## src/rtl/mac_pkg.sv

```systemverilog
// mac_pkg
//   Shared defaults and sequencer state encoding for the MAC operand path.
//   Used by mac_operand_buf and mac_operand_sequencer.
package mac_pkg;

  localparam int VEC_LEN_DEF = 4;
  localparam int DATA_W_DEF  = 8;
  localparam int ACC_W_DEF   = 32;

  typedef enum logic [2:0] {
    ST_LOAD  = 3'd0,
    ST_BASE  = 3'd1,
    ST_RUN   = 3'd2,
    ST_DRAIN = 3'd3,
    ST_DONE  = 3'd4
  } seq_state_e;

endpackage

```

## src/rtl/mac_operand_buf.sv

```systemverilog
// mac_operand_buf
//   Holds one operand vector as a DEPTH x WIDTH register array.
//   The read port is registered: rdata shows mem[raddr] one cycle after re,
//   and returns to zero whenever re is low.
// Ports
//   clk, rst_n    clock, asynchronous active-low reset (clears rdata only)
//   we, waddr     write strobe and address
//   wdata         {a, b} operand pair
//   re, raddr     read strobe and address
//   rdata         registered read data
module mac_operand_buf #(
  parameter int DEPTH  = 4,
  parameter int WIDTH  = 16,
  parameter int ADDR_W = 2
) (
  input  logic              clk,
  input  logic              rst_n,
  input  logic              we,
  input  logic [ADDR_W-1:0] waddr,
  input  logic [WIDTH-1:0]  wdata,
  input  logic              re,
  input  logic [ADDR_W-1:0] raddr,
  output logic [WIDTH-1:0]  rdata
);

  logic [WIDTH-1:0] mem [DEPTH];

  always_ff @(posedge clk) begin
    if (we) mem[waddr] <= wdata;
  end

  // Forcing zero when idle keeps the MAC operands at 0 while mac_en is low.
  always_ff @(posedge clk or negedge rst_n) begin
    if (!rst_n)  rdata <= '0;
    else if (re) rdata <= mem[raddr];
    else         rdata <= '0;
  end

endmodule

```

## src/rtl/mac_operand_sequencer.sv

```systemverilog
// mac_operand_sequencer
//   Buffers one operand vector from a valid/ready load stream, replays it into
//   a MAC one pair per cycle and reports the dot product as the accumulator
//   delta (mac_acc after - mac_acc before), so the MAC is never cleared.
// Ports
//   clk, rst_n                  clock, asynchronous active-low reset
//   ld_valid/ld_ready           load beat handshake
//   ld_a, ld_b, ld_last         operand pair and end-of-vector flag
//   mac_en, mac_a, mac_b        MAC enable and operands (operands 0 when idle)
//   mac_acc                     MAC accumulator, updates the edge after mac_en
//   res_valid/res_ready         result handshake
//   res_data, res_trunc         dot product, vector cut at VEC_LEN
//
// state | meaning
// LOAD  | accept beats into the buffer until ld_last or buffer full
// BASE  | snapshot mac_acc; issue read of pair 0
// RUN   | mac_en high, one pair per cycle, count cycles
// DRAIN | wait for the last accumulate to land, then latch the delta
// DONE  | hold result until res_ready
module mac_operand_sequencer
  import mac_pkg::*;
#(
  parameter int VEC_LEN = VEC_LEN_DEF,
  parameter int DATA_W  = DATA_W_DEF,
  parameter int ACC_W   = ACC_W_DEF
) (
  input  logic              clk,
  input  logic              rst_n,
  input  logic              ld_valid,
  output logic              ld_ready,
  input  logic [DATA_W-1:0] ld_a,
  input  logic [DATA_W-1:0] ld_b,
  input  logic              ld_last,
  output logic              mac_en,
  output logic [DATA_W-1:0] mac_a,
  output logic [DATA_W-1:0] mac_b,
  input  logic [ACC_W-1:0]  mac_acc,
  output logic              res_valid,
  input  logic              res_ready,
  output logic [ACC_W-1:0]  res_data,
  output logic              res_trunc
);

  localparam int CW = $clog2(VEC_LEN + 1);
  localparam int AW = (VEC_LEN > 1) ? $clog2(VEC_LEN) : 1;

  seq_state_e          state, state_next;
  logic [CW-1:0]       count, count_next;
  logic [AW-1:0]       idx, idx_next;
  logic                trunc, trunc_next;
  logic [ACC_W-1:0]    base;
  logic                accept;
  logic                buf_re;
  logic [AW-1:0]       buf_raddr;
  logic [2*DATA_W-1:0] buf_rdata;

  assign accept = ld_valid & ld_ready;

  mac_operand_buf #(
    .DEPTH  (VEC_LEN),
    .WIDTH  (2 * DATA_W),
    .ADDR_W (AW)
  ) u_buf (
    .clk   (clk),
    .rst_n (rst_n),
    .we    (accept),
    .waddr (count[AW-1:0]),
    .wdata ({ld_a, ld_b}),
    .re    (buf_re),
    .raddr (buf_raddr),
    .rdata (buf_rdata)
  );

  assign mac_a = buf_rdata[2*DATA_W-1:DATA_W];
  assign mac_b = buf_rdata[DATA_W-1:0];

  always_comb begin
    state_next = state;
    count_next = count;
    idx_next   = idx;
    trunc_next = trunc;
    buf_re     = 1'b0;
    buf_raddr  = '0;
    case (state)
      ST_LOAD: begin
        if (accept) begin
          count_next = count + CW'(1);
          if (ld_last || (count == CW'(VEC_LEN - 1))) begin
            state_next = ST_BASE;
            trunc_next = ~ld_last;
          end
        end
      end
      ST_BASE: begin
        // Read of pair 0 goes out here so RUN starts without a bubble.
        buf_re     = 1'b1;
        buf_raddr  = '0;
        idx_next   = '0;
        state_next = ST_RUN;
      end
      ST_RUN: begin
        // idx is the pair currently on mac_a/mac_b; prefetch idx+1 if any.
        if (CW'(idx) == count - CW'(1)) begin
          state_next = ST_DRAIN;
        end else begin
          buf_re    = 1'b1;
          buf_raddr = idx + AW'(1);
          idx_next  = idx + AW'(1);
        end
      end
      ST_DRAIN: state_next = ST_DONE;
      ST_DONE: begin
        if (res_ready) begin
          state_next = ST_LOAD;
          count_next = '0;
        end
      end
      default: begin
        state_next = ST_LOAD;
        count_next = '0;
      end
    endcase
  end

  always_ff @(posedge clk or negedge rst_n) begin
    if (!rst_n) begin
      state     <= ST_LOAD;
      count     <= '0;
      idx       <= '0;
      trunc     <= 1'b0;
      base      <= '0;
      ld_ready  <= 1'b1;
      mac_en    <= 1'b0;
      res_valid <= 1'b0;
      res_data  <= '0;
      res_trunc <= 1'b0;
    end else begin
      state     <= state_next;
      count     <= count_next;
      idx       <= idx_next;
      trunc     <= trunc_next;
      ld_ready  <= (state_next == ST_LOAD);
      mac_en    <= buf_re;
      res_valid <= (state_next == ST_DONE);
      if (state == ST_BASE) base <= mac_acc;
      // Modular subtraction keeps the delta correct across accumulator wrap.
      if (state == ST_DRAIN) begin
        res_data  <= mac_acc - base;
        res_trunc <= trunc;
      end
    end
  end

endmodule

```

## config.mk

```make
export PLATFORM = sky130hd
export DESIGN_NAME = mac_operand_sequencer
export DESIGN_NICKNAME = d
export VERILOG_FILES = /design/src/rtl/mac_pkg.sv /design/src/rtl/mac_operand_buf.sv /design/src/rtl/mac_operand_sequencer.sv
export SDC_FILE = /design/constraint.sdc
export NUM_CORES = 1
export LEC_CHECK = 0
export ABC_AREA = 1
export BUFFER_PORTS_ARGS = -buffer_cell sky130_fd_sc_hd__buf_4
export CELL_PAD_IN_SITES_DETAIL_PLACEMENT = 2
export CELL_PAD_IN_SITES_GLOBAL_PLACEMENT = 2
export CORE_ASPECT_RATIO = 1.1
export CORE_UTILIZATION = 32
export CTS_BUF_LIST = sky130_fd_sc_hd__clkbuf_8
export CTS_CLUSTER_DIAMETER = 60
export DETAILED_ROUTE_END_ITERATION = 12
export PLACE_DENSITY_LB_ADDON = 0.1
export SYNTH_ARGS = -nofsm -noshare
export SYNTH_HDL_FRONTEND = slang
export SYNTH_HIERARCHICAL = 1
export SYNTH_SLANG_ARGS = --single-unit
```

## constraint.sdc

```tcl
create_clock -name clk -period 2.4 [get_ports clk]
set_clock_uncertainty 0.1 [all_clocks]
set_input_delay 0 -clock clk [delete_from_list [all_inputs] [get_ports clk]]
set_output_delay 0 -clock clk [all_outputs]
set_load 0.02 [all_outputs]
```

**After elaboration in Yosys (flattened, before gate mapping)**

Memory sizes are Yosys's and may differ from the RTL's.
Index checks and enable logic that the tools add are counted.

- Register bits after elaboration: 93
- RAM bits: 64
- Bits of input ports: 53
- Output and inout bits: 52
- Logic and storage cells: 54
- Memories: 1

Memory list:

| name | words | bits a word | read ports | clocked after Yosys merged registers in | wr ports | line | RTL |
|---|---|---|---|---|---|---|---|
| u_buf.mem | 4 | 16 | 1 | 0 | 1 | mac_operand_buf.sv:26 | `logic [WIDTH-1:0] mem [DEPTH];` |

- Add/subtract/negate cells: 4
- Equal/unequal tests: 10
- Muxes and demuxes: 17
- Bitwise gates (word level): 3
- Reductions and logical operators: 8

Operator list:

| operator | number |
|---|---|
| 32-bit subtractor | 1 |
| 3-bit two-way mux | 6 |
| 16-bit two-way mux | 1 |
| 3-bit case mux with 5 select lines | 1 |
| 3-bit by 2-bit == test with 1-bit output, second input constant | 3 |
| 3-bit case mux with 3 select lines | 1 |
| 3-bit == test, second input constant | 2 |
| 3-bit logical NOT | 2 |
| 2-bit two-way mux | 3 |
| 2-bit inequality test, second input constant | 3 |
| 3-bit AND reduction | 2 |
| 2-bit case mux with 2 select lines | 1 |
| 3-bit by 1-bit adder with 3-bit output, second input constant | 1 |
| 2-bit by 3-bit == test with 1-bit output | 1 |
| 3-bit by 1-bit == test with 1-bit output, second input constant | 1 |
| 1-bit two-way mux | 3 |
| 3-bit OR reduction | 1 |
| 3-bit by 1-bit subtractor with 3-bit output, second input constant | 1 |
| 2-bit by 1-bit adder with 2-bit output, second input constant | 1 |
| 1-bit inverter | 2 |
| 1-bit case mux with 2 select lines | 1 |
| 2-bit AND reduction | 1 |
| 2-bit nonzero test | 1 |
| 1-bit AND | 1 |
| 1-bit logical OR | 1 |

**Longest topological paths before layout**

- Word-level depth: 6
- Depth in mapped cells: 15
- Mapped depth without buffers: 15

**Cells and area by module**

Netlist, hierarchy kept.

Modules (own cells, without submodules):

| module | instances | cells an instance | area each (um^2) | sequential area each (um^2) |
|---|---|---|---|---|
| mac_operand_sequencer | 1 | 808 | 5346.4 | 1928.1 |
| mac_operand_buf | 1 | 277 | 3174.3 | 2322.2 |

**Worst setup path after synthesis**

Ideal clock, no wire load.

- Path type: reg-to-reg
- Start: reg ld_ready
- End: mem u_buf.mem[1][0] (enable)
- Arrival time: 1.905 ns
- Path slack: -0.015 ns
- Cell stages (with the launch flop): 5
- Path buffers: 0
- Period minus slack after synthesis: 2.415 ns
- Cell sequence: dfstp_2 -> nand2_1 -> inv_1 -> inv_1 -> nor3_1

- Longest elaborated chain between the ends: 3

Ends and longest elaborated chain:

| item | line | RTL |
|---|---|---|
| start, declared | mac_operand_sequencer.sv:30 | `output logic ld_ready,` |
| start signal, assigned | mac_operand_sequencer.sv:142 | `ld_ready <= (state_next == ST_LOAD);` |
| 1-bit AND | mac_operand_sequencer.sv:57 | `assign accept = ld_valid & ld_ready;` |
| net accept | mac_operand_sequencer.sv:52 | `logic accept;` |
| 1-bit two-way mux | mac_operand_buf.sv:29 | `if (we) mem[waddr] <= wdata;` |
| 1-bit two-way mux (implied by the code) | mac_operand_buf.sv:29 |  |
| end, declared | mac_operand_buf.sv:26 |  |

The timed path passes the listed nets, and every way through them passes these cells.

**Final worst setup path**

- Start: reg count[0]
- End: reg u_buf.rdata[3]

- Elaborated cells on any way between the ends: 8
- Those cells by class: 1 x add/sub; 1 x eq/ne; 5 x mux; 1 x memory

RTL lines:

| item | line | RTL |
|---|---|---|
| start, declared | mac_operand_sequencer.sv:48 | `logic [CW-1:0] count, count_next;` |
| start signal, assigned | mac_operand_sequencer.sv:139 | `count <= count_next;` |
| 3-bit by 1-bit subtractor with 3-bit output | mac_operand_sequencer.sv:103 | `if (CW'(idx) == count - CW'(1)) begin` |
| 2-bit by 3-bit == test with 1-bit output | mac_operand_sequencer.sv:103 |  |
| 1-bit two-way mux | mac_operand_sequencer.sv:103 |  |
| 1-bit case mux with 2 select lines | mac_operand_sequencer.sv:84 | `case (state)` |
| net buf_re | mac_operand_sequencer.sv:53 | `logic buf_re;` |
| 16-bit two-way mux | mac_operand_buf.sv:35 | `else if (re) rdata <= mem[raddr];` |
| end signal, assigned | mac_operand_buf.sv:35 |  |
| end, declared | mac_operand_buf.sv:23 | `output logic [WIDTH-1:0] rdata` |

The timed path passes the listed nets, and every way through them passes these cells.
A chain may end at the register's enable or synchronous reset.

==> reports/qor.json <==
{
  "path_max_fanout": {"value": 16},
  "global_route_usage_over_all_layers": {"value": 21.1, "unit": "%"},
  "synth-edff-count": {"value": 64},
  "placement_cell_area": {"value": 9800, "unit": "sq um"},
  "die-width": {"value": 158, "unit": "um"},
  "crit_path_start": {"value": "count[0]"},
  "final_layout_size_suffix_gt1_share": {"value": 13.9, "unit": "%"},
  "clk-insertion-delay-late": {"value": 0.46, "unit": "ns"},
  "final_net_count": {"value": 1345},
  "status": {"value": "finished clean"},
  "hold_violations": {"value": 0},
  "cellLeakagePower": {"value": 5.59, "unit": "nW"},
  "worst_pin_slew": {"value": 0.700, "unit": "ns"},
  "rr_worst_depth": {"value": 8},
  "syn_area_per_cell": {"value": 7.85, "unit": "sq um"},
  "syn-instance-count": {"value": 1085},
  "dp_hpwl": {"value": 20.5, "unit": "mm"},
  "synthToLayoutAreaGrowth": {"value": 26.3, "unit": "%"},
  "post_cts_resize_count": {"value": 0},
  "worst_slew_margin": {"value": 53.3, "unit": "%"},
  "ioPinCount": {"value": 105},
  "synth_seq_area_share": {"value": 49.9, "unit": "%"},
  "setup.worst_path.start_class": {"value": "flop"},
  "cp_data_arrival_time": {"value": 2.44, "unit": "ns"},
  "grt_first_pass_wirelength": {"value": 43.9, "unit": "mm"},
  "min-delay-path-class": {"value": "primary input to async pin"},
  "power.ir.vdd_worst": {"value": 0.429, "unit": "mV"},
  "route.detailed.wl_per_inst": {"value": 16.7, "unit": "um"},
  "drt_iter0_drc": {"value": 198},
  "non_filler_instance_count_after_layout": {"value": 1625},
  "final_period_demand_of_the_worst_path": {"value": 2.24, "unit": "ns"},
  "ys_ff_latch": {"value": 157},
  "rr_startpoint": {"value": "count[0]"},
  "drtPass1Iterations": {"value": 5},
  "globalRouteOverflowTotal": {"value": 0},
  "floorplan.initialDensity": {"value": 32.6, "unit": "%"},
  "route.detailed.vias_per_inst": {"value": 4.59},
  "die_area": {"value": 27300, "unit": "sq um"},
  "dp.cells": {"value": 1538},
  "sequential_cell_area": {"value": 4250, "unit": "sq um"},
  "place_worst_setup_slack": {"value": 0.162, "unit": "ns"},
  "tritoncts_clock_tree": {"value": "built"},
  "worst-endpoint-required": {"value": 2.60, "unit": "ns"},
  "filler_cell_count": {"value": 3044},
  "powerDensity": {"value": 1270, "unit": "nW/um^2"},
  "post_synth_num_cell_types": {"value": 32},
  "fmax": {"value": 0.446, "unit": "GHz"},
  "ys_warn_count": {"value": 6},
  "place.gp.congestion": {"value": 0.789},
  "route.detailed.drc": {"value": 0},
  "rows": {"value": 62},
  "multi_input_comb_area": {"value": 3290, "unit": "sq um"},
  "ctsHoldBuffers": {"value": 52},
  "finalSetupViolations": {"value": 0},
  "netlist_area": {"value": 8520, "unit": "sq um"},
  "cts.root.buffer_cell": {"value": "sky130_fd_sc_hd__clkbuf_8"},
  "floorplan.core_area": {"value": 26100, "unit": "sq um"},
  "grt_antenna_before_repair": {"value": 3},
  "hold-worst-slack": {"value": 0.00643, "unit": "ns"},
  "drv_cap": {"value": 0},
  "final.period_utilization": {"value": 93.4, "unit": "%"},
  "grt_max_degree": {"value": 62},
  "final_area": {"value": 10800, "unit": "sq um"},
  "worst_slack": {"value": 0.158, "unit": "ns"},
  "tritoncts_num_sinks": {"value": 157},
  "timing.setup.critical_path_class": {"value": "flop to flop"},
  "final-max-slew-violation-count": {"value": 0},
  "power": {"value": 13.7, "unit": "mW"},
  "grt_pass1_vias": {"value": 8305},
  "reg2reg_to": {"value": "u_buf/rdata[3]"},
  "syn-num-nets": {"value": 1173},
  "endpoint": {"value": "u_buf/rdata[3]"},
  "crit_path_end_kind": {"value": "flop"},
  "maximum_clock_insertion_buffer_count": {"value": 2},
  "async_flop_share": {"value": 59.2, "unit": "%"},
  "synth_ff_type": {"value": "sky130_fd_sc_hd__dfrtp_1"},
  "num_vias": {"value": 7454},
  "setup.reg_to_reg.worst_slack": {"value": 0.16, "unit": "ns"},
  "fin_setup_tns": {"value": 0, "unit": "ns"},
  "htree_num_levels": {"value": 4},
  "cts.clk_slew.worst_paths": {"value": 0.10, "unit": "ns"},
  "port_buffers": {"value": 104},
  "post-route-util": {"value": 41.2, "unit": "%"},
  "drt-total-wl": {"value": 27.2, "unit": "mm"},
  "cts_buffers": {"value": 17},
  "postCtsSetupBuffers": {"value": 0},
  "antenna_left": {"value": 0},
  "dieHeight": {"value": 173, "unit": "um"}
}
worst min path at each step:
| stage | to | slack [ns] | cells after the start | startpoint |
|---|---|---|---|---|
| 3_5_place_dp | u_buf/rdata[9] | -0.02 | 1 | rst_n |
| 3_3_place_gp | u_buf/rdata[9] | -0.02 | 1 | rst_n |
| 6_report | u_buf/rdata[9] | 0.006 | 2 | rst_n |
| 2_1_floorplan | base[0] | -0.40 | 0 | rst_n |
| 4_1_cts | u_buf/rdata[9] | 0.002 | 2 | rst_n |
| 5_1_grt | u_buf/rdata[9] | 0.05 | 2 | rst_n |
area by class of cell:
type	count	share of cell area (%)
inverter	228	7.97
clock buffer	17	2.17
multi-input combinational	677	30.6
antenna	3	0.0698
timing repair buffer	176	13.7
sequential	157	39.5
tap	352	4.09
clock inverter	15	1.87
synth_stat cells (5+ instances only):
cell                         n  area [sq um]
sky130_fd_sc_hd__a21oi_1    37           185
sky130_fd_sc_hd__buf_2       7          35.0
sky130_fd_sc_hd__buf_6       7          78.8
sky130_fd_sc_hd__clkbuf_1    8          30.0
sky130_fd_sc_hd__dfrtp_1    92          2300
sky130_fd_sc_hd__edfxtp_1   64          1920
sky130_fd_sc_hd__ha_1       34           425
sky130_fd_sc_hd__inv_1     224           841
sky130_fd_sc_hd__nand2_1   375          1410
sky130_fd_sc_hd__nand2_2     6          37.5
sky130_fd_sc_hd__nand3_1    73           365
sky130_fd_sc_hd__nand3b_1    5          37.5
sky130_fd_sc_hd__nor2_1     47           176
sky130_fd_sc_hd__nor3_1     10          50.1
sky130_fd_sc_hd__o21ai_0    47           235
sky130_fd_sc_hd__o21ai_1     8          40.0
sky130_fd_sc_hd__o21bai_1    5          37.5
sky130_fd_sc_hd__xnor2_1    14           123
cells by family (layout without fill, tap and decap cells):
group	after synthesis	count (layout)	share of synthesized area, %
AOI/OAI and AO/OA	100	100	6.12
buffers and inverters	251	436	11.8
and+or+nand+nor	524	524	25.1
adders and majority gates	35	35	5.23
DFF	157	157	49.9
xor gates and xnor gates	18	18	1.85
other	0	3	0
layout by cell type (no fill, tap or decap), types with 17 or more instances in the layout:
cell type                       count
sky130_fd_sc_hd__edfxtp_1          64
sky130_fd_sc_hd__buf_4            122
sky130_fd_sc_hd__dlygate4sd3_1     52
sky130_fd_sc_hd__dfrtp_1           92
sky130_fd_sc_hd__a21oi_1           37
sky130_fd_sc_hd__nand3_1           73
sky130_fd_sc_hd__o21ai_0           47
sky130_fd_sc_hd__nand2_1          375
sky130_fd_sc_hd__inv_1            224
sky130_fd_sc_hd__ha_1              34
sky130_fd_sc_hd__clkbuf_8          17
sky130_fd_sc_hd__nor2_1            47
power by group:
part	internal [mW]	leakage (nW)	switching (mW)	total, mW
logic	2.52	3.64	4.78	7.30
registers	3.70	1.73	0.409	4.11
clock network	1.07	0.216	1.18	2.25
total	7.29	5.59	6.37	13.7
worst max-delay path: stages (launching register included):
cell and delay [ns]:
sky130_fd_sc_hd__dfrtp_1 0.36, sky130_fd_sc_hd__inv_1 0.07, sky130_fd_sc_hd__ha_1 0.32, sky130_fd_sc_hd__xor2_1 0.16, sky130_fd_sc_hd__nand3_1 0.12, sky130_fd_sc_hd__inv_1 0.14, sky130_fd_sc_hd__o21ai_0 0.12, sky130_fd_sc_hd__inv_1 0.54
sky130_fd_sc_hd__a21oi_1 0.15
flip-flops by register name, summed over array words and instances (netlist names), 2 cells and up:
register     flops
count            3
res_data        32
idx              2
state            3
u_buf/rdata     16
u_buf/mem       64
base            32
layer usage:
| metal | GRT usage, % | part of all wire [%] | wire (um) |
|---|---|---|---|
| met1 | 24.3 | 42 | 11400 |
| met2 | 40.0 | 55 | 14900 |
| met3 | 2.38 | 2.0 | 537 |
| met4 | 5.99 | 1.4 | 382 |
| met5 | 0 | 0 | 0 |
No activity file was read; power rests on OpenSTA's default activity.
